[config.mk]
export PLATFORM = sky130hd
export DESIGN_NAME = pipe_stall_ctrl
export DESIGN_NICKNAME = d
export VERILOG_FILES = /design/src/rtl/pipe_stall_ctrl_pkg.sv /design/src/rtl/pipe_stall_ctrl_hazard_detect.sv /design/src/rtl/pipe_stall_ctrl.sv
export SDC_FILE = /design/constraint.sdc
export NUM_CORES = 1
export LEC_CHECK = 0
export ABC_CLOCK_PERIOD_IN_PS = 4700
export BUFFER_PORTS_ARGS = -buffer_cell sky130_fd_sc_hd__buf_2
export CORE_AREA = 3 3 52 59
export CTS_BUF_LIST = sky130_fd_sc_hd__clkbuf_4 sky130_fd_sc_hd__clkbuf_8
export CTS_CLUSTER_DIAMETER = 50
export CTS_CLUSTER_SIZE = 16
export DETAILED_ROUTE_END_ITERATION = 8
export DIE_AREA = 0 0 55 62
export PLACE_DENSITY = 0.82
export SYNTH_ARGS = -nofsm -noshare
export SYNTH_HDL_FRONTEND = slang
export SYNTH_SLANG_ARGS = --single-unit
[constraint.sdc]
create_clock -name clk -period 4.7 [get_ports clk]
set_clock_uncertainty 0.1 [all_clocks]
set_input_delay 1.175 -clock clk [delete_from_list [all_inputs] [get_ports clk]]
set_output_delay 1.175 -clock clk [all_outputs]
set_load 0.01 [all_outputs]
[src/rtl/pipe_stall_ctrl_pkg.sv]
// Shared definitions for the pipeline sequencer: FSM state encoding and
// default parameter values used by the core integration.
package pipe_stall_ctrl_pkg;

  // Memory-access sequencer states
  typedef enum logic {
    PSC_IDLE = 1'b0,
    PSC_WAIT = 1'b1
  } psc_state_e;

  // Default register address width of the core
  localparam int PSC_ASIZE   = 5;
  // Default number of cycles to wait for dmem_ready before giving up
  localparam int PSC_TIMEOUT = 64;
  // Default width of the stall performance counter
  localparam int PSC_CNT_W   = 16;

endpackage

[src/rtl/pipe_stall_ctrl_hazard_detect.sv]
// Load-use hazard detector. Purely combinational so it can be shared with
// the forwarding unit: flags an ID instruction that needs a value still
// being loaded by the instruction in EX.
module pipe_stall_ctrl_hazard_detect
  import pipe_stall_ctrl_pkg::*;
#(
  parameter int ASIZE = PSC_ASIZE
) (
  input  logic [ASIZE-1:0] id_rs,
  input  logic [ASIZE-1:0] id_rt,
  input  logic             id_uses_rt,
  input  logic             ex_mem_read,
  input  logic             ex_wen,
  input  logic [ASIZE-1:0] ex_waddr,
  output logic             load_use
);

  logic ex_load_dst;
  logic rs_match;
  logic rt_match;

  // Register 0 is hard-wired, so a load targeting it never creates a hazard
  always_comb begin
    ex_load_dst = ex_mem_read & ex_wen & (ex_waddr != '0);
    rs_match    = (ex_waddr == id_rs);
    rt_match    = id_uses_rt & (ex_waddr == id_rt);
    load_use    = ex_load_dst & (rs_match | rt_match);
  end

endmodule

[src/rtl/pipe_stall_ctrl.sv]
// Central pipeline sequencer for the 5-stage core. Produces stage-register
// enables and flushes for load-use stalls, EX redirects and multi-cycle
// data-memory accesses, with a watchdog that releases a hung access and
// records a sticky error. Also counts cycles in which the PC was held.
module pipe_stall_ctrl
  import pipe_stall_ctrl_pkg::*;
#(
  parameter int ASIZE   = PSC_ASIZE,
  parameter int TIMEOUT = PSC_TIMEOUT,
  parameter int CNT_W   = PSC_CNT_W
) (
  input  logic             clk,
  input  logic             rst_n,
  input  logic [ASIZE-1:0] id_rs,
  input  logic [ASIZE-1:0] id_rt,
  input  logic             id_uses_rt,
  input  logic             ex_mem_read,
  input  logic             ex_wen,
  input  logic [ASIZE-1:0] ex_waddr,
  input  logic             ex_redirect,
  input  logic             mem_read_m,
  input  logic             mem_write_m,
  input  logic             dmem_ready,
  output logic             pc_en,
  output logic             if_id_en,
  output logic             id_ex_en,
  output logic             ex_mem_en,
  output logic             mem_wb_en,
  output logic             if_id_flush,
  output logic             id_ex_flush,
  output logic             mem_wb_flush,
  output logic             dmem_req,
  output logic             mem_err,
  output logic [CNT_W-1:0] stall_cnt
);

  // Wide enough to hold the value TIMEOUT itself
  localparam int WCNT_W = $clog2(TIMEOUT + 1);

  psc_state_e        state_q;
  psc_state_e        state_d;
  logic [WCNT_W-1:0] wait_cnt_q;
  logic [WCNT_W-1:0] wait_cnt_d;
  logic              mem_op;
  logic              mem_stall;
  logic              req_c;
  logic              err_set;
  logic              load_use;

  // Counter increment that holds at all-ones instead of wrapping
  function automatic logic [CNT_W-1:0] sat_inc(input logic [CNT_W-1:0] v);
    return (&v) ? v : v + CNT_W'(1);
  endfunction

  pipe_stall_ctrl_hazard_detect #(
    .ASIZE (ASIZE)
  ) u_hazard_detect (
    .id_rs       (id_rs),
    .id_rt       (id_rt),
    .id_uses_rt  (id_uses_rt),
    .ex_mem_read (ex_mem_read),
    .ex_wen      (ex_wen),
    .ex_waddr    (ex_waddr),
    .load_use    (load_use)
  );

  assign mem_op = mem_read_m | mem_write_m;

  // Memory sequencer next-state: detect a slow access, wait for ready or timeout
  always_comb begin
    state_d    = state_q;
    wait_cnt_d = wait_cnt_q;
    mem_stall  = 1'b0;
    req_c      = 1'b0;
    err_set    = 1'b0;
    unique case (state_q)
      PSC_IDLE: begin
        req_c = mem_op;
        if (mem_op && !dmem_ready) begin
          mem_stall  = 1'b1;
          state_d    = PSC_WAIT;
          wait_cnt_d = WCNT_W'(1);
        end
      end
      PSC_WAIT: begin
        req_c = 1'b1;
        if (dmem_ready) begin
          state_d    = PSC_IDLE;
          wait_cnt_d = '0;
        end else if (wait_cnt_q >= WCNT_W'(TIMEOUT)) begin
          // Give up on the access: release the pipeline as if it completed
          err_set    = 1'b1;
          state_d    = PSC_IDLE;
          wait_cnt_d = '0;
        end else begin
          mem_stall  = 1'b1;
          wait_cnt_d = wait_cnt_q + WCNT_W'(1);
        end
      end
      default: begin
        state_d    = PSC_IDLE;
        wait_cnt_d = '0;
      end
    endcase
  end

  // Stage controls: memory stall outranks redirect, which outranks load-use
  always_comb begin
    pc_en        = 1'b1;
    if_id_en     = 1'b1;
    id_ex_en     = 1'b1;
    ex_mem_en    = 1'b1;
    mem_wb_en    = 1'b1;
    if_id_flush  = 1'b0;
    id_ex_flush  = 1'b0;
    mem_wb_flush = 1'b0;
    dmem_req     = req_c;
    if (!rst_n) begin
      pc_en     = 1'b0;
      if_id_en  = 1'b0;
      id_ex_en  = 1'b0;
      ex_mem_en = 1'b0;
      mem_wb_en = 1'b0;
      dmem_req  = 1'b0;
    end else if (mem_stall) begin
      // Freeze everything; MEM/WB gets a bubble since the access has no result yet
      pc_en        = 1'b0;
      if_id_en     = 1'b0;
      id_ex_en     = 1'b0;
      ex_mem_en    = 1'b0;
      mem_wb_en    = 1'b0;
      mem_wb_flush = 1'b1;
    end else if (ex_redirect) begin
      // The ID instruction is wrong-path, so any load-use it causes is moot
      if_id_flush = 1'b1;
      id_ex_flush = 1'b1;
    end else if (load_use) begin
      pc_en       = 1'b0;
      if_id_en    = 1'b0;
      id_ex_flush = 1'b1;
    end
  end

  // FSM state and watchdog counter
  always_ff @(posedge clk or negedge rst_n) begin
    if (!rst_n) begin
      state_q    <= PSC_IDLE;
      wait_cnt_q <= '0;
    end else begin
      state_q    <= state_d;
      wait_cnt_q <= wait_cnt_d;
    end
  end

  // Sticky watchdog error, cleared only by reset
  always_ff @(posedge clk or negedge rst_n) begin
    if (!rst_n) begin
      mem_err <= 1'b0;
    end else if (err_set) begin
      mem_err <= 1'b1;
    end
  end

  // Saturating count of cycles in which the PC did not advance
  always_ff @(posedge clk or negedge rst_n) begin
    if (!rst_n) begin
      stall_cnt <= '0;
    end else if (!pc_en) begin
      stall_cnt <= sat_inc(stall_cnt);
    end
  end

endmodule

==> results.py <==
metrics = {
    "outcome": {
        "outcome": "finished clean",
    },
    "setup_path": {
        "crit_top_cell": "buf_2",
        "cp.arrival_ns": 2.58,
        "worstSetupEndpointType": "output port",
        "path_class": "input port to output port",
        "cp-start-kind": "input port",
        "required_ns": 3.42,
        "crit_slowest_cell": "or4_2",
        "slowest_delay_ns": 0.66,
        "crit_chain": "buf_2 -> or4_2 -> o211ai_1 -> nor2_1 -> o21a_1 -> buf_2",
        "cp_max_fo": 3,
    },
    "yosys": {
        "synth_cell_type_count": 32,
        "synth.avg_cell_area_um2": 10.1,
        "ys_seq_area_frac": 0.457,
        "yosysWarnings": 0,
        "netlist_area_um2": 1370,
        "syn_inst": 135,
        "synth.net_count": 162,
        "ys_ff_latch": 25,
        "ys_top_cells_by_area": "dfrtp_1 46%, xnor2_1 9.6%, xor2_1 7.0%",
        "netlist.area_leader.share": 0.457,
        "yosys.area.top_type": "dfrtp_1",
    },
    "grt": {
        "grt_pass1_wl_um": 4660,
        "grtUsageMet2": 0.323,
        "grtUsageTotal": 0.188,
        "antenna_found_initial": 0,
        "grt_pass1_vias": 1048,
        "grt_max_degree": 28,
        "busiest_layer": "met2",
        "grt_util_met1": 0.231,
        "gr-usage-met3": 0.0621,
        "overflow": 0,
    },
    "drt": {
        "routed_wl_um": 3040,
        "drc_errors": 0,
        "ant_nets": 0,
        "wire_per_inst_um": 14.2,
        "via_count": 1157,
        "vias_per_cell": 5.38,
        "drt_iter0_drc": 31,
        "drt_pass1_iterations": 4,
    },
    "sta": {
        "rsz0062_at_grt": "false",
        "period_needed_ns": 3.85,
        "hold_violations": 0,
        "fin_crit_sh": 0.820,
        "worst_pin_slew_ns": 0.661,
        "finalSetupViolCount": 0,
        "tns_ns": 0,
        "slew_headroom": 0.556,
        "timing.fmax_mhz": 260,
        "drv_slew": 0,
    },
    "cells_and_area": {
        "layout-drive-gt1-share": 0.337,
        "layout.cells.most_common": "buf_2",
        "n_antenna_cell": 0,
        "fin_nets": 212,
        "area_growth_syn_to_layout_pct": 20.7,
        "fin_area_um2": 1650,
        "final.fill_count": 218,
        "layout_common_cells": "49 x buf_2, 25 x dfrtp_1, 15 x xnor2_1",
        "fin_util": 0.655,
    },
    "power": {
        "power.leakage_nw": 0.811,
        "p_comb_frac": 0.293,
        "ir_drop_mv": 0.297,
        "p_sw_mw": 0.188,
        "switching_share": 0.339,
        "seq_power_share": 0.525,
        "p_clk_frac": 0.182,
        "p_int_mw": 0.366,
        "power.density_nw_per_um2": 335,
    },
    "floorplan": {
        "dieWidth_um": 55,
        "core_um2": 2520,
        "die_y_um": 62,
        "num_rows": 19,
        "dieArea_um2": 3410,
        "start_util": 0.543,
        "boundaryPins": 50,
    },
    "placement": {
        "placed_area_um2": 1620,
        "io_buffers": 49,
        "routabilityCongestion": 0.780,
        "detailed_place_hpwl_um": 2430,
    },
    "clocking": {
        "postCtsSetupRepairBufs": 0,
        "clkSinkCount": 25,
        "htreeDepth": 1,
        "cts_buffers": 3,
        "cts_root_buf": "clkbuf_4",
        "holdBufCountCts": 0,
        "cts_buffer_depth": 2,
        "cts_tree": "yes",
        "insertion_delay_ns": 0.32,
        "clkTransAtPathRegs_ns": 0.14,
        "cts_resized": 0,
    },
    "worst_hold_path": {
        "hold_path_class": "flip-flop to flip-flop",
    },
    "job": {
        "maxCapViolCount": 0,
    },
}
[worst paths after layout]
kind / from / endpoint / slack, ns / depth (start not counted)
worst max register to register: state_q$_DFF_PN0_ / stall_cnt[1]$_DFFE_PN0P_ / 2.40 / 6
worst min register to register: mem_err$_DFFE_PN0P_ / mem_err$_DFFE_PN0P_ / 0.38 / 1
min in group asynchronous: rst_n / wait_cnt_q[0]$_DFFE_PN0P_ / 0.75 / 2
worst max-delay path: ex_waddr[0] / id_ex_flush / 0.85 / 6
worst min-delay path: mem_err$_DFFE_PN0P_ / mem_err$_DFFE_PN0P_ / 0.38 / 1
max in group asynchronous: rst_n / stall_cnt[12]$_DFFE_PN0P_ / 3.49 / 2
[flip-flops by register name (all words and copies together) (netlist names)]
signal	cells
state_q	1
stall_cnt	16
wait_cnt_q	7
mem_err	1
[per-layer routing]
| layer | wire, µm | up-vias |
|---|---|---|
| met5 | 0 | - |
| met4 | 8 | 0 |
| met3 | 170 | 2 |
| met2 | 1650 | 30 |
| met1 | 1220 | 562 |
| li1 | - | 563 |
[metrics by stage]
stage | power [mW] | setup WS [ns] | hold WS [ns] | instances
5_1_grt | 0.591 | 0.795 | 0.419 | 215
6_report | 0.553 | 0.847 | 0.380 | 215
2_1_floorplan | 0.389 | 1.05 | 0.365 | 135
3_3_place_gp | 0.450 | 0.896 | 0.349 | 211
4_1_cts | 0.561 | 0.845 | 0.386 | 215
3_5_place_dp | 0.459 | 0.841 | 0.354 | 211
[cell usage after synthesis, drive strengths merged]
master   n
nand3    9
mux2     1
nand2   12
a211oi   1
a32oi    1
buf      4
a31oi    1
nor3     4
xnor2   15
ha       3
or2      1
o21ai    7
nor4     1
nor2    10
a32o     1
inv      3
a21boi   1
xor2    11
nand4    5
and2     4
o211ai   1
clkbuf   1
o21a     1
o31a     1
a31o     1
or4      1
and3     5
nor2b    2
dfrtp   25
a21oi    1
o31ai    1
[power groups by stage]
| stage | combinational, mW | sequential [mW] | clock, mW |
|---|---|---|---|
| 2_1_floorplan | 0.0865 | 0.303 | 0 |
| 3_3_place_gp | 0.157 | 0.292 | 0 |
| 3_5_place_dp | 0.164 | 0.294 | 0 |
| 4_1_cts | 0.165 | 0.291 | 0.105 |
| 5_1_grt | 0.178 | 0.298 | 0.114 |
| 6_report | 0.162 | 0.290 | 0.101 |
[kinds of logic (layout without fill, tap and decap cells)]
logic type | Yosys count | after routing | share of synthesized area
and+or+nand+nor | 54 | 54 | 0.201
xor gates and xnor gates | 26 | 26 | 0.166
DFF | 25 | 25 | 0.457
AOI/OAI and AO/OA | 18 | 18 | 0.103
buffers and inverters | 8 | 57 | 0.0366
adders and majority gates | 3 | 3 | 0.0274
muxes | 1 | 1 | 0.00823
[area by class of cell]
cell class	instances	area, µm²	share of cell area
multi-input combinational	102	693	0.420
clock buffer	4	30.0	0.0182
sequential	25	626	0.379
timing repair buffer	50	253	0.153
tap	31	38.8	0.0235
inverter	3	11.3	0.00682
[worst max-delay path: cells and delay by family]
family | cells | cell delay [ns]
simple gates | 2 | 0.73
buf+inv | 2 | 0.25
compound gates | 2 | 0.42
Note: power is estimated with default switching activity, not from simulation.
